<file path="config.mk">
export PLATFORM = sky130hd
export DESIGN_NAME = cpu_mem_arbiter
export DESIGN_NICKNAME = d
export VERILOG_FILES = /design/src/rtl/cpu_pkg.sv /design/src/rtl/cpu_mem_arb_stats.sv /design/src/rtl/cpu_mem_arbiter.sv
export SDC_FILE = /design/constraint.sdc
export NUM_CORES = 1
export LEC_CHECK = 0
export ABC_AREA = 0
export ABC_CLOCK_PERIOD_IN_PS = 3900
export CORE_ASPECT_RATIO = 0.6
export CORE_MARGIN = 2
export CORE_UTILIZATION = 46
export CTS_CLUSTER_SIZE = 14
export DETAILED_ROUTE_END_ITERATION = 8
export PLACE_DENSITY = 0.93
export SLEW_MARGIN = 40
export SYNTH_ARGS = -nofsm -noshare
export SYNTH_HDL_FRONTEND = slang
export SYNTH_SLANG_ARGS = --single-unit
</file>
<file path="constraint.sdc">
create_clock -name CLK -period 3.9 [get_ports CLK]
set_input_delay 0.78 -clock CLK [delete_from_list [all_inputs] [get_ports CLK]]
set_output_delay 0.78 -clock CLK [all_outputs]
set_load 0.01 [all_outputs]
</file>
<file path="src/rtl/cpu_pkg.sv">
// Shared mini_cpu definitions: bus widths, memory-arbiter state and owner encodings.
package cpu_pkg;

    localparam int unsigned ADDR_W = 8;
    localparam int unsigned DATA_W = 16;

    typedef enum logic [1:0] {
        StIdle   = 2'd0,
        StAccess = 2'd1,
        StResp   = 2'd2
    } arb_state_e;

    typedef enum logic {
        OwnIf = 1'b0,
        OwnDm = 1'b1
    } owner_e;

    // Only meaningful when at least one request is high.
    function automatic owner_e pick_owner(logic if_req, logic dm_req, owner_e last);
        if (if_req && dm_req) begin
            return (last == OwnIf) ? OwnDm : OwnIf;
        end
        return if_req ? OwnIf : OwnDm;
    endfunction

endpackage

</file>
<file path="src/rtl/cpu_mem_arb_stats.sv">
// Saturating grant/conflict counters for the memory arbiter (built only with MEM_ARB_STATS_EN).
module cpu_mem_arb_stats (
    input  logic        clk,
    input  logic        rst_n,
    input  logic        if_gnt,
    input  logic        dm_gnt,
    input  logic        conflict,
    output logic [15:0] if_gnt_cnt,
    output logic [15:0] dm_gnt_cnt,
    output logic [15:0] conflict_cnt
);

    function automatic logic [15:0] sat_inc(logic [15:0] v, logic en);
        return (en && (v != 16'hFFFF)) ? v + 16'd1 : v;
    endfunction

    always_ff @(posedge clk or negedge rst_n) begin
        if (!rst_n) begin
            if_gnt_cnt   <= '0;
            dm_gnt_cnt   <= '0;
            conflict_cnt <= '0;
        end else begin
            if_gnt_cnt   <= sat_inc(if_gnt_cnt, if_gnt);
            dm_gnt_cnt   <= sat_inc(dm_gnt_cnt, dm_gnt);
            conflict_cnt <= sat_inc(conflict_cnt, conflict);
        end
    end

endmodule

</file>
<file path="src/rtl/cpu_mem_arbiter.sv">
// Round-robin arbiter sharing cpu_memory between instruction fetch and data access.
// Optional statistics counters are enabled by defining MEM_ARB_STATS_EN.
module cpu_mem_arbiter
    import cpu_pkg::*;
#(
    parameter int unsigned AW      = ADDR_W,
    parameter int unsigned DW      = DATA_W,
    parameter int unsigned MEM_LAT = 1
) (
    input  logic          CLK,
    input  logic          RST_N,
    input  logic          IF_REQ,
    input  logic [AW-1:0] IF_ADDR,
    output logic          IF_GNT,
    output logic          IF_RVALID,
    output logic [DW-1:0] IF_RDATA,
    input  logic          DM_REQ,
    input  logic          DM_WE,
    input  logic [AW-1:0] DM_ADDR,
    input  logic [DW-1:0] DM_WDATA,
    output logic          DM_GNT,
    output logic          DM_RVALID,
    output logic [DW-1:0] DM_RDATA,
    output logic [AW-1:0] MEM_ADDR,
    output logic [DW-1:0] MEM_WDATA,
    output logic          MEM_WE,
`ifdef MEM_ARB_STATS_EN
    output logic [15:0]   IF_GNT_CNT,
    output logic [15:0]   DM_GNT_CNT,
    output logic [15:0]   CONFLICT_CNT,
`endif
    input  logic [DW-1:0] MEM_RDATA
);

    localparam int unsigned CntW = 4;

    arb_state_e     state_q;
    owner_e         owner_q;  // doubles as last_owner for the round-robin decision
    owner_e         next_owner;
    logic           we_q;
    logic [CntW-1:0] cnt_q;

    assign next_owner = pick_owner(IF_REQ, DM_REQ, owner_q);

    always_ff @(posedge CLK or negedge RST_N) begin
        if (!RST_N) begin
            state_q   <= StIdle;
            owner_q   <= OwnDm;
            we_q      <= 1'b0;
            cnt_q     <= '0;
            IF_GNT    <= 1'b0;
            DM_GNT    <= 1'b0;
            IF_RVALID <= 1'b0;
            DM_RVALID <= 1'b0;
            MEM_WE    <= 1'b0;
            MEM_ADDR  <= '0;
            MEM_WDATA <= '0;
            IF_RDATA  <= '0;
            DM_RDATA  <= '0;
        end else begin
            IF_GNT    <= 1'b0;
            DM_GNT    <= 1'b0;
            IF_RVALID <= 1'b0;
            DM_RVALID <= 1'b0;
            MEM_WE    <= 1'b0;
            unique case (state_q)
                StIdle: begin
                    if (IF_REQ || DM_REQ) begin
                        owner_q <= next_owner;
                        cnt_q   <= CntW'(MEM_LAT - 1);
                        state_q <= StAccess;
                        if (next_owner == OwnIf) begin
                            MEM_ADDR <= IF_ADDR;
                            we_q     <= 1'b0;
                            IF_GNT   <= 1'b1;
                        end else begin
                            MEM_ADDR  <= DM_ADDR;
                            MEM_WDATA <= DM_WDATA;
                            we_q      <= DM_WE;
                            DM_GNT    <= 1'b1;
                            // With a single access cycle the strobe starts right away.
                            MEM_WE    <= DM_WE && (MEM_LAT == 1);
                        end
                    end
                end
                StAccess: begin
                    if (cnt_q == '0) begin
                        state_q <= StResp;
                        if (owner_q == OwnIf) begin
                            IF_RDATA  <= MEM_RDATA;
                            IF_RVALID <= 1'b1;
                        end else begin
                            if (!we_q) begin
                                DM_RDATA <= MEM_RDATA;
                            end
                            DM_RVALID <= 1'b1;
                        end
                    end else begin
                        cnt_q  <= cnt_q - 1'b1;
                        MEM_WE <= we_q && (cnt_q == CntW'(1));
                    end
                end
                StResp: begin
                    state_q <= StIdle;
                end
                default: begin
                    state_q <= StIdle;
                end
            endcase
        end
    end

`ifdef MEM_ARB_STATS_EN
    logic idle_req;
    assign idle_req = (state_q == StIdle) && (IF_REQ || DM_REQ);

    cpu_mem_arb_stats u_stats (
        .clk          (CLK),
        .rst_n        (RST_N),
        .if_gnt       (idle_req && (next_owner == OwnIf)),
        .dm_gnt       (idle_req && (next_owner == OwnDm)),
        .conflict     ((state_q == StIdle) && IF_REQ && DM_REQ),
        .if_gnt_cnt   (IF_GNT_CNT),
        .dm_gnt_cnt   (DM_GNT_CNT),
        .conflict_cnt (CONFLICT_CNT)
    );
`endif

endmodule

</file>
---- Word level (Yosys, flattened, before mapping) ----
Index checks and enable logic that the tools add are counted.
cells by class
  $add $sub $neg .......................... 1
  eq/ne operators ......................... 5
  mux-type cells .......................... 27
  bitwise gates (word level) .............. 2
  reductions and logical operators ........ 12
operators with widths
  operator               number
  $mux W1                19
  $reduce_and A3 Y1      3
  $mux W4                2
  $mux W8                1
  $pmux W4 S2            1
  $ne A2 B2 Y1 const B   3
  $eq A4 B1 Y1 const B   1
  $logic_not A4 Y1       1
  $mux W2                2
  $pmux W2 S2            1
  $reduce_and A2 Y1      2
  $reduce_and A4 Y1      1
  $sub A4 B1 Y4 const B  1
  $eq A2 B1 Y1 const B   1
  $logic_and A1 B1 Y1    2
  $logic_not A2 Y1       1
  $not A1 Y1             2
  $pmux W1 S2            1
  $reduce_bool A2 Y1     1
  $logic_or A1 B1 Y1     1
word-level totals
  register bits ........................... 69
  input bits .............................. 53
  output and inout bits ................... 61
  word-level logic and storage cells ...... 60

---- Longest topological paths before layout ----
Gate-level depths: netlist (run 1).
  depth after elaboration ................. 6
  mapped depth ............................ 6
  gate-level depth less buffers ........... 5

---- Least setup slack after synthesis (run 1) ----
OpenSTA, ideal clock, no wires.
  path type ............................... register to register
  start ................................... reg cnt_q[0]
  end ..................................... reg DM_RDATA[10]
  library setup time ...................... 125 ps
  arrival time ............................ 1716 ps
  data required time ...................... 3775 ps
  path slack .............................. 2059 ps
  stages on the path, launching flop included .. 7
  buffers on the path ..................... 1
  clock period less this slack ............ 1841 ps
  cell sequence ........................... dfrtp_1 > inv_1 > ha_1 > nor3b_4 > nand4b_4 > buf_6 > mux2_4
between the ends
  word-level cells in the longest chain between the ends .. 2
RTL lines
  element                             RTL line               source
  from (decl)                         cpu_mem_arbiter.sv:41  logic [CntW-1:0] cnt_q;
  from (signal assigned)              cpu_mem_arbiter.sv:70  cnt_q <= CntW'(MEM_LAT - 1);
  from (signal assigned)              cpu_mem_arbiter.sv:99  cnt_q <= cnt_q - 1'b1;
  $logic_not A4 Y1                    cpu_mem_arbiter.sv:87  if (cnt_q == '0) begin
  $reduce_and A4 Y1 (no source line)  -
  to (signal assigned)                cpu_mem_arbiter.sv:59  DM_RDATA <= '0;
  to (signal assigned)                cpu_mem_arbiter.sv:94  DM_RDATA <= MEM_RDATA;
  to (decl)                           cpu_mem_arbiter.sv:23  output logic [DW-1:0] DM_RDATA,
No other way between the ends.
A chain may end at the register's enable or synchronous reset.

---- Worst setup path after layout (run 1) ----
  start ................................... in IF_REQ
  end ..................................... reg MEM_WDATA[1]
between the ends
  word-level cells in the longest chain between the ends .. 4
  elaborated cells between the ends (all ways) .. 6
  those cells by class .................... mux: 3; reduce/logical: 3
RTL lines
  element                               RTL line               source
  from (decl)                           cpu_mem_arbiter.sv:12  input logic IF_REQ,
  $logic_and A1 B1 Y1                   cpu_pkg.sv:20          if (if_req && dm_req) begin
  $mux W1                               cpu_pkg.sv:20
  $mux W1                               cpu_pkg.sv:23          return if_req ? OwnIf : OwnDm;
  $reduce_and A3 Y1 (no source line) *  -
  to (signal assigned)                  cpu_mem_arbiter.sv:57  MEM_WDATA <= '0;
  to (signal assigned)                  cpu_mem_arbiter.sv:78  MEM_WDATA <= DM_WDATA;
  to (decl)                             cpu_mem_arbiter.sv:25  output logic [DW-1:0] MEM_WDATA,
Mark *: on every way between the ends. The rest lies on a longest branch, timed or not.

==> results of run 1 <==
## through the flow
step	std cells	power, mW	setup WS, ps	hold slack, ps	util [%]
floorplan	200	2.09	2060	484	-
global placement	390	2.86	1160	473	66.9
detailed placement	390	2.94	1120	481	66.9
CTS	406	3.51	1490	497	70.0
global route	406	3.69	1600	417	70.1
finish	406	3.48	1730	398	70.1
## worst paths after layout
check | slack (ps) | endpoint | cells after the start | start
hold reg to reg | 500 | IF_RDATA[9]$_DFFE_PN0P_ | 1 | IF_RDATA[9]$_DFFE_PN0P_
setup / recovery | 1730 | MEM_WDATA[1]$_DFFE_PN0P_ | 4 | IF_REQ
hold / removal | 400 | MEM_WDATA[6]$_DFFE_PN0P_ | 1 | RST_N
setup reg to reg | 1730 | DM_RDATA[8]$_DFFE_PN0P_ | 5 | cnt_q[0]$_DFFE_PN0P_
min in group CLK | 500 | IF_RDATA[9]$_DFFE_PN0P_ | 1 | IF_RDATA[9]$_DFFE_PN0P_
max in group asynchronous | 2860 | IF_RVALID$_DFF_PN0_ | 2 | RST_N
## power by group through the flow
stage                     Sequential, mW  Combinational (mW)  Clock (mW)
after floorplan                     1.42               0.665           0
after global placement              1.30                1.57           0
after detailed placement            1.31                1.63           0
after CTS                           1.31                1.63       0.573
after global routing                1.35                1.73       0.611
final                               1.31                1.61       0.559
## per-layer routing
| layer | up-vias | global-route usage, % | share of wire (%) |
|---|---|---|---|
| met5 | - | 0 | 0 |
| met4 | 0 | 5.10 | 0.74 |
| met3 | 6 | 7.65 | 7.3 |
| met2 | 92 | 34.0 | 49 |
| met1 | 1017 | 25.3 | 43 |
| li1 | 970 | - | - |
## layout make-up
| class | count | share of cell area, % |
|---|---|---|
| Clock inverter | 4 | 1.12 |
| Tap cell | 84 | 2.48 |
| Multi-Input combinational cell | 118 | 25.0 |
| Timing Repair Buffer | 115 | 26.9 |
| Sequential cell | 69 | 40.7 |
| Inverter | 4 | 0.354 |
| Clock buffer | 12 | 3.42 |
## cell usage in the layout, fill, tap and decap left out, types with 2 or more instances in the layout
cell	instances
o21ai_0	10
ha_1	3
clkbuf_1	2
clkdlybuf4s50_1	112
mux2_4	10
a31oi_1	8
clkbuf_8	10
nand2_1	3
mux2_1	9
dfrtp_1	68
and2_1	2
buf_4	3
nand4b_4	2
nand2b_1	2
nand3_1	9
nor2_1	2
clkinv_2	2
and3_1	2
inv_1	4
a21oi_1	8
mux2_2	29
## logic make-up (layout without fill, tap and decap cells)
family | Yosys count | in the layout
flops | 69 | 69
fa+ha+maj | 3 | 3
compound gates | 35 | 35
mux | 48 | 48
simple gates | 32 | 32
buf+inv | 13 | 135
## cells in the mapped netlist
cell type,count,area share [%]
a21oi_1,8,1.4
a311o_1,1,0.35
ha_1,3,1.3
a211oi_1,1,0.26
o311ai_0,1,0.31
clkbuf_1,5,0.66
nor3b_4,1,0.66
inv_1,4,0.53
o21a_1,1,0.26
nor4_1,1,0.22
a31oi_1,8,1.8
and2b_2,1,0.31
dfstp_2,1,0.92
o2bb2ai_1,1,0.31
a21o_1,1,0.26
and3_1,3,0.66
buf_2,3,0.53
or3_1,1,0.22
mux2_4,10,5.3
or4b_2,1,0.35
buf_6,1,0.40
o32ai_1,1,0.31
dfrtp_1,68,60
nand4_1,1,0.22
nand2b_1,2,0.44
nor2b_1,1,0.22
or2_2,1,0.22
a22o_1,1,0.31
nand3_1,9,1.6
nor3_1,1,0.18
o21ai_0,10,1.8
o211ai_1,1,0.26
and2_1,2,0.44
nand4b_4,2,1.7
nand2_1,3,0.40
mux2_1,9,3.6
mux2_2,29,11
nor2_1,2,0.26
## sequential cells by signal (all words and copies together) (netlist names), 2 cells and up
name	flops
MEM_ADDR	8
cnt_q	4
MEM_WDATA	16
state_q	2
IF_RDATA	16
DM_RDATA	16
==> run summary, run 1 <==
Clk sinks = 69
Cells after Synth = 200
First-pass GRT wire length = 10600 µm
Worst-skew pair later-pin latency = 330 ps
Worst-path fanout max = 20
Total number of vias = 2085
Reg clk slew, reported paths = 70 ps
IO Port Bufs = 113
CTS Buffer Depth = 2
Clk network pwr share = 16.1%
Initial antenna violation count = 0
Drc violations = 0
WP buf/inv = 1
Worst vdd ir = 0.314 mV
Die area = 6860 µm²
N_diodes = 0
Post-Synthesis Net Count = 256
Int Power = 2.37 mW
Critical Path Slowest Stage Cell = clkdlybuf4s50_1
Chip width = 106 µm
Post-CTS Resized = 0
Relative slew slack = 55.8%
Outcome = completed
Gr usage total = 20.4%
Crit path time final = 2170 ps
Fmax = 0.461 GHz
Vias in the first global route = 2104
Part of the power in registers = 37.6%
Area Overhead vs Synth = 49.1%
Yosys reg bits = 69
Share of layout cells above drive strength 1 = 19.9%
Adder-cell area share of the yosys netlist = 1.32%
Total Wirelength = 6640 µm
Crit path arrival time = 2380 ps
Mapped Avg Cell Area = 14.2 µm²
Maxcap violations = 0
Placed cell area = 4050 µm²
Clock root buffer master = clkbuf_8
# nets final = 373
Fin crit share = 55.6%
Ports = 114
Synth Area in XOR/XNOR = 0%
Iter 0 DRT Violations = 56
Final Cell Area = 4250 µm²
DR pass1 iterations = 4
Post-Synth Simple-Gate Area = 8.04%
Largest net degree at the start of global routing = 39
Switching Share = 31.9%
Setup bufs post-CTS = 0
DPL Wire Length = 4980 µm
Post-route ant nets = 0
Register area = 1730 µm²
Slew Limit Fails = 0
Vias/cell = 5.14
Worst path cell trace = clkdlybuf4s50_1, nand2_1, and3_2, mux2_2
Clock Skews = 6.60 ps
Crit-path leading delay family = buffers and inverters
RSZ-0062 raised after global routing = false
Netlist cell types = 38
Fillcell total = 443
TNS Setup = 0 ps
Wirelength per Cell = 16.4 µm
Multiplexer share of the synthesized area = 20.3%
Critical Path RT = 4120 ps
CTS H-tree lvls = 3
CP max stage delay = 620 ps
Post-Syn Area = 2850 µm²
Area of the multi-input gates = 1060 µm²
Synth Area in Compound Gates = 7.56%
Row cnt = 22
Seq/Total Area, Yosys = 60.7%
Hold_buf cts = 0
Least-Margin Pin Slew = 661 ps
Hold Violations, Final = 0
GPL Wtd Cong = 0.845
Total gr overflow = 0
# setup viols final = 0
LEAKAGE = 1.82 nW
Setup Crit Path Kind = input port to flop
Switching Power = 1.11 mW
Die H = 64.9 µm
Initial Util = 47.0%
Synth warnings = 0
CTS buffer count = 9
Main combinational cell family by area after synthesis = multiplexers
Logic gate share of total power = 46.3%
Worst hold path type = input port to asynchronous set/reset pin
Placeable Area = 6060 µm²
Worst Setup End Kind = flop
Startpoint Class = input port
Power Dens Cells = 819 nW/µm²
CTS tree = done
(Power assumes the default switching activity.)
==> run 2: changes to the inputs <==
--- a/config.mk
+++ b/config.mk
@@ -6,13 +6,13 @@
 export NUM_CORES = 1
 export LEC_CHECK = 0
 export ABC_AREA = 0
-export ABC_CLOCK_PERIOD_IN_PS = 3900
+export ABC_CLOCK_PERIOD_IN_PS = 1800
 export CORE_ASPECT_RATIO = 0.6
 export CORE_MARGIN = 2
-export CORE_UTILIZATION = 46
+export CORE_UTILIZATION = 39
 export CTS_CLUSTER_SIZE = 14
 export DETAILED_ROUTE_END_ITERATION = 8
-export PLACE_DENSITY = 0.93
+export PLACE_DENSITY = 0.85
 export SLEW_MARGIN = 40
 export SYNTH_ARGS = -nofsm -noshare
 export SYNTH_HDL_FRONTEND = slang
==> constraint.sdc (replaced) <==
create_clock -name CLK -period 1.8 [get_ports CLK]
set_input_delay 0.36 -clock CLK [delete_from_list [all_inputs] [get_ports CLK]]
set_output_delay 0.36 -clock CLK [all_outputs]
set_load 0.01 [all_outputs]
==> run 2 against run 1 <==
Net effect: via count rose by 1.8%; clock power rose to 3.4 times the previous value; global-route usage fell by 3.1 points; cell count rose by 4.9%; design area rose by 7.2%; combinational power rose by 130%.
==> run summary, run 2 (synthesis gave the netlist of run 1 again) <==
DR pass1 iterations = 4 (unchanged)
Wirelength per Cell = 15.9 µm (-2.9%)
Total Wirelength = 6760 µm (+1.9%)
DPL Wire Length = 4870 µm (-2.2%)
Worst Setup End Kind = flop
Int Power = 5.88 mW (+150%)
Vias/cell = 4.98 (-3.0%)
Die H = 70.2 µm (+8.1%)
Fmax = 0.579 GHz
Row cnt = 24 (+9.1%)
Chip width = 114 µm (+8.3%)
GPL Wtd Cong = 0.874 (+3.4%)
Reg2reg start = cnt_q[1]$_DFFE_PN0P_
Commonest non-fill, non-tap cell in the layout = clkdlybuf4s50_1
Clk sinks = 69 (unchanged)
Dpl cells = 407 (+4.4%)
Crit path arrival time = 1930 ps (-450 ps)
Initial antenna violation count = 0 (unchanged)
Least-Margin Pin Slew = 505 ps (-155 ps)
Clock root buffer master = clkbuf_16
Largest net degree at the start of global routing = 41 (+5.1%)
Drc violations = 0 (unchanged)
Final std cells w/o fill = 426 (+4.9%)
Critical Path RT = 2000 ps (-2120 ps)
Power Dens Cells = 1850 nW/µm² (+130%)
Critical Path Slowest Stage Cell = dfrtp_1
# nets final = 386 (+3.5%)
Final core utilization = 63.4% (-6.7 points)
# setup viols final = 0 (unchanged)
Most frequent cells in the layout = clkdlybuf4s50_1 (112), dfrtp_1 (68), mux2_2 (29)
Reg-to-reg setup timing slack = 70 ps (-1660 ps)
Worst hold path type = input port to asynchronous set/reset pin
Ports = 114 (unchanged)
Share of layout cells above drive strength 1 = 23.9% (+4.0 points)
First-pass GRT wire length = 10800 µm (+2.5%)
LEAKAGE = 1.95 nW (+7.3%)
Worst vdd ir = 0.795 mV (+150%)
Post-route ant nets = 0 (unchanged)
N_diodes = 0 (unchanged)
CTS buffer count = 9 (unchanged)
Maxcap violations = 0 (unchanged)
Clk network pwr share = 22.4% (+6.3 points)
Fin crit share = 95.9%
IO Port Bufs = 113 (unchanged)
CTS Buffer Depth = 2 (unchanged)
Total number of vias = 2123 (+1.8%)
Area Overhead vs Synth = 59.8%
Hold Violations, Final = 0 (unchanged)
Die area = 8020 µm² (+17%)
Area of the multi-input gates = 1070 µm² (+1.1%)
CP max stage delay = 380 ps (-240 ps)
Register area = 1730 µm² (unchanged)
Startpoint Class = flop
Switching Power = 2.55 mW (+130%)
Setup Crit Path Kind = flop to flop
Clock Skews = 5.94 ps (-0.657 ps)
Depth of the most critical reg-to-reg path = 6 (+1)
Outcome = completed
Worst-path fanout max = 8 (-60%)
Relative slew slack = 66.0% (+10 points)
Part of the power in registers = 33.2% (-4.4 points)
Slew Limit Fails = 0 (unchanged)
Fillcell total = 552 (+25%)
Switching Share = 30.2% (-1.6 points)
Worst-skew pair later-pin latency = 320 ps (about the same)
Worst path cell trace = inv_2, ha_4, nor3b_4, nand4b_4, clkbuf_16, mux2_4
Logic gate share of total power = 44.4% (-1.9 points)
CTS tree = done
Crit path time final = 1730 ps
Placeable Area = 7180 µm² (+19%)
Reg clk slew, reported paths = 60 ps (about the same)
Initial Util = 39.7% (-7.3 points)
Gr usage total = 17.2% (-3.1 points)
CTS H-tree lvls = 3 (unchanged)
RSZ-0062 raised after global routing = true
Vias in the first global route = 2107 (+0.14%)
Leading registers by flop count = DM_RDATA (16), IF_RDATA (16), MEM_WDATA (16)
Iter 0 DRT Violations = 87 (+55%)
Critical R2R Capture = DM_RDATA[12]$_DFFE_PN0P_
Total gr overflow = 0 (unchanged)
==> run 2: cell types whose count changed in the layout (fill, tap and decap cells not counted), moves of 2 or more <==
cell	change
buf_12	+3
inv_2	+2
inv_1	-2
clkbuf_8	-9
clkbuf_16	+10
buf_4	+8
clkinv_2	-2
==> run 2: what timing repair did <==
item                                    CTS  global route
hold buffers                              0             0
resized for setup                         0             3
buffers inserted                          0             2
endpoints found under the setup margin    0            17
==> run 2: worst max path at each step <==
stage	startpoint	end	cells past startpoint	slack, ps
3_5_place_dp	DM_REQ	MEM_ADDR[0]$_DFFE_PN0P_	4	40
5_1_grt	cnt_q[1]$_DFFE_PN0P_	DM_RDATA[12]$_DFFE_PN0P_	6	-9
2_1_floorplan	cnt_q[0]$_DFFE_PN0P_	DM_RDATA[10]$_DFFE_PN0P_	6	-20
3_3_place_gp	DM_REQ	MEM_ADDR[0]$_DFFE_PN0P_	4	70
6_report	cnt_q[1]$_DFFE_PN0P_	DM_RDATA[12]$_DFFE_PN0P_	6	70
4_1_cts	cnt_q[1]$_DFFE_PN0P_	DM_RDATA[8]$_DFFE_PN0P_	6	50
==> run 2: final cells by class <==
| type | count | area share [%] |
|---|---|---|
| flip-flops and latches | 69 | 38.0 |
| multi-input cells | 118 | 23.6 |
| well taps | 91 | 2.50 |
| repair buffers | 128 | 28.4 |
| clock buffers | 11 | 5.34 |
| inverters | 4 | 0.330 |
| clock inverters | 5 | 1.84 |
==> run 2: power by group through the flow <==
stage               Sequential (mW)  Combinational [mW]  Clock, mW
CTS                            2.80                3.70       1.94
detailed placement             2.81                3.69          0
finish                         2.80                3.74       1.89
global placement               2.77                3.59          0
floorplan                      3.08                1.44          0
global route                   2.90                4.01       2.01
==> run 2: critical path, delay by kind of cell, from the launching register on <==
| kind | cells | cell delay, ps |
|---|---|---|
| and+or+nand+nor | 2 | 490 |
| muxes | 1 | 290 |
| DFF | 1 | 380 |
| adders and majority gates | 1 | 140 |
| buffers and inverters | 2 | 300 |
==> run 2: routing by layer <==
layer  share of wire [%]  global-route usage, %  vias up
li1                    -                      -      993
met1                  49                   25.2     1044
met2                  44                   24.6       82
met3                 6.6                   5.90        4
met4                0.53                   4.47        0
met5                   0                      0        -
==> run 2: per-stage QoR <==
step	setup WS (ps)	area (µm²)	setup TNS (ps)	hold WS, ps	power [mW]
floorplan	-24.6	2850	-246	64.4	4.53
global placement	69.0	4170	0	364	6.37
detailed placement	40.2	4170	0	374	6.50
CTS	51.4	4500	0	36.7	8.44
global route	-9.33	4550	-15.7	41.8	8.93
finish	73.8	4550	0	38.7	8.43
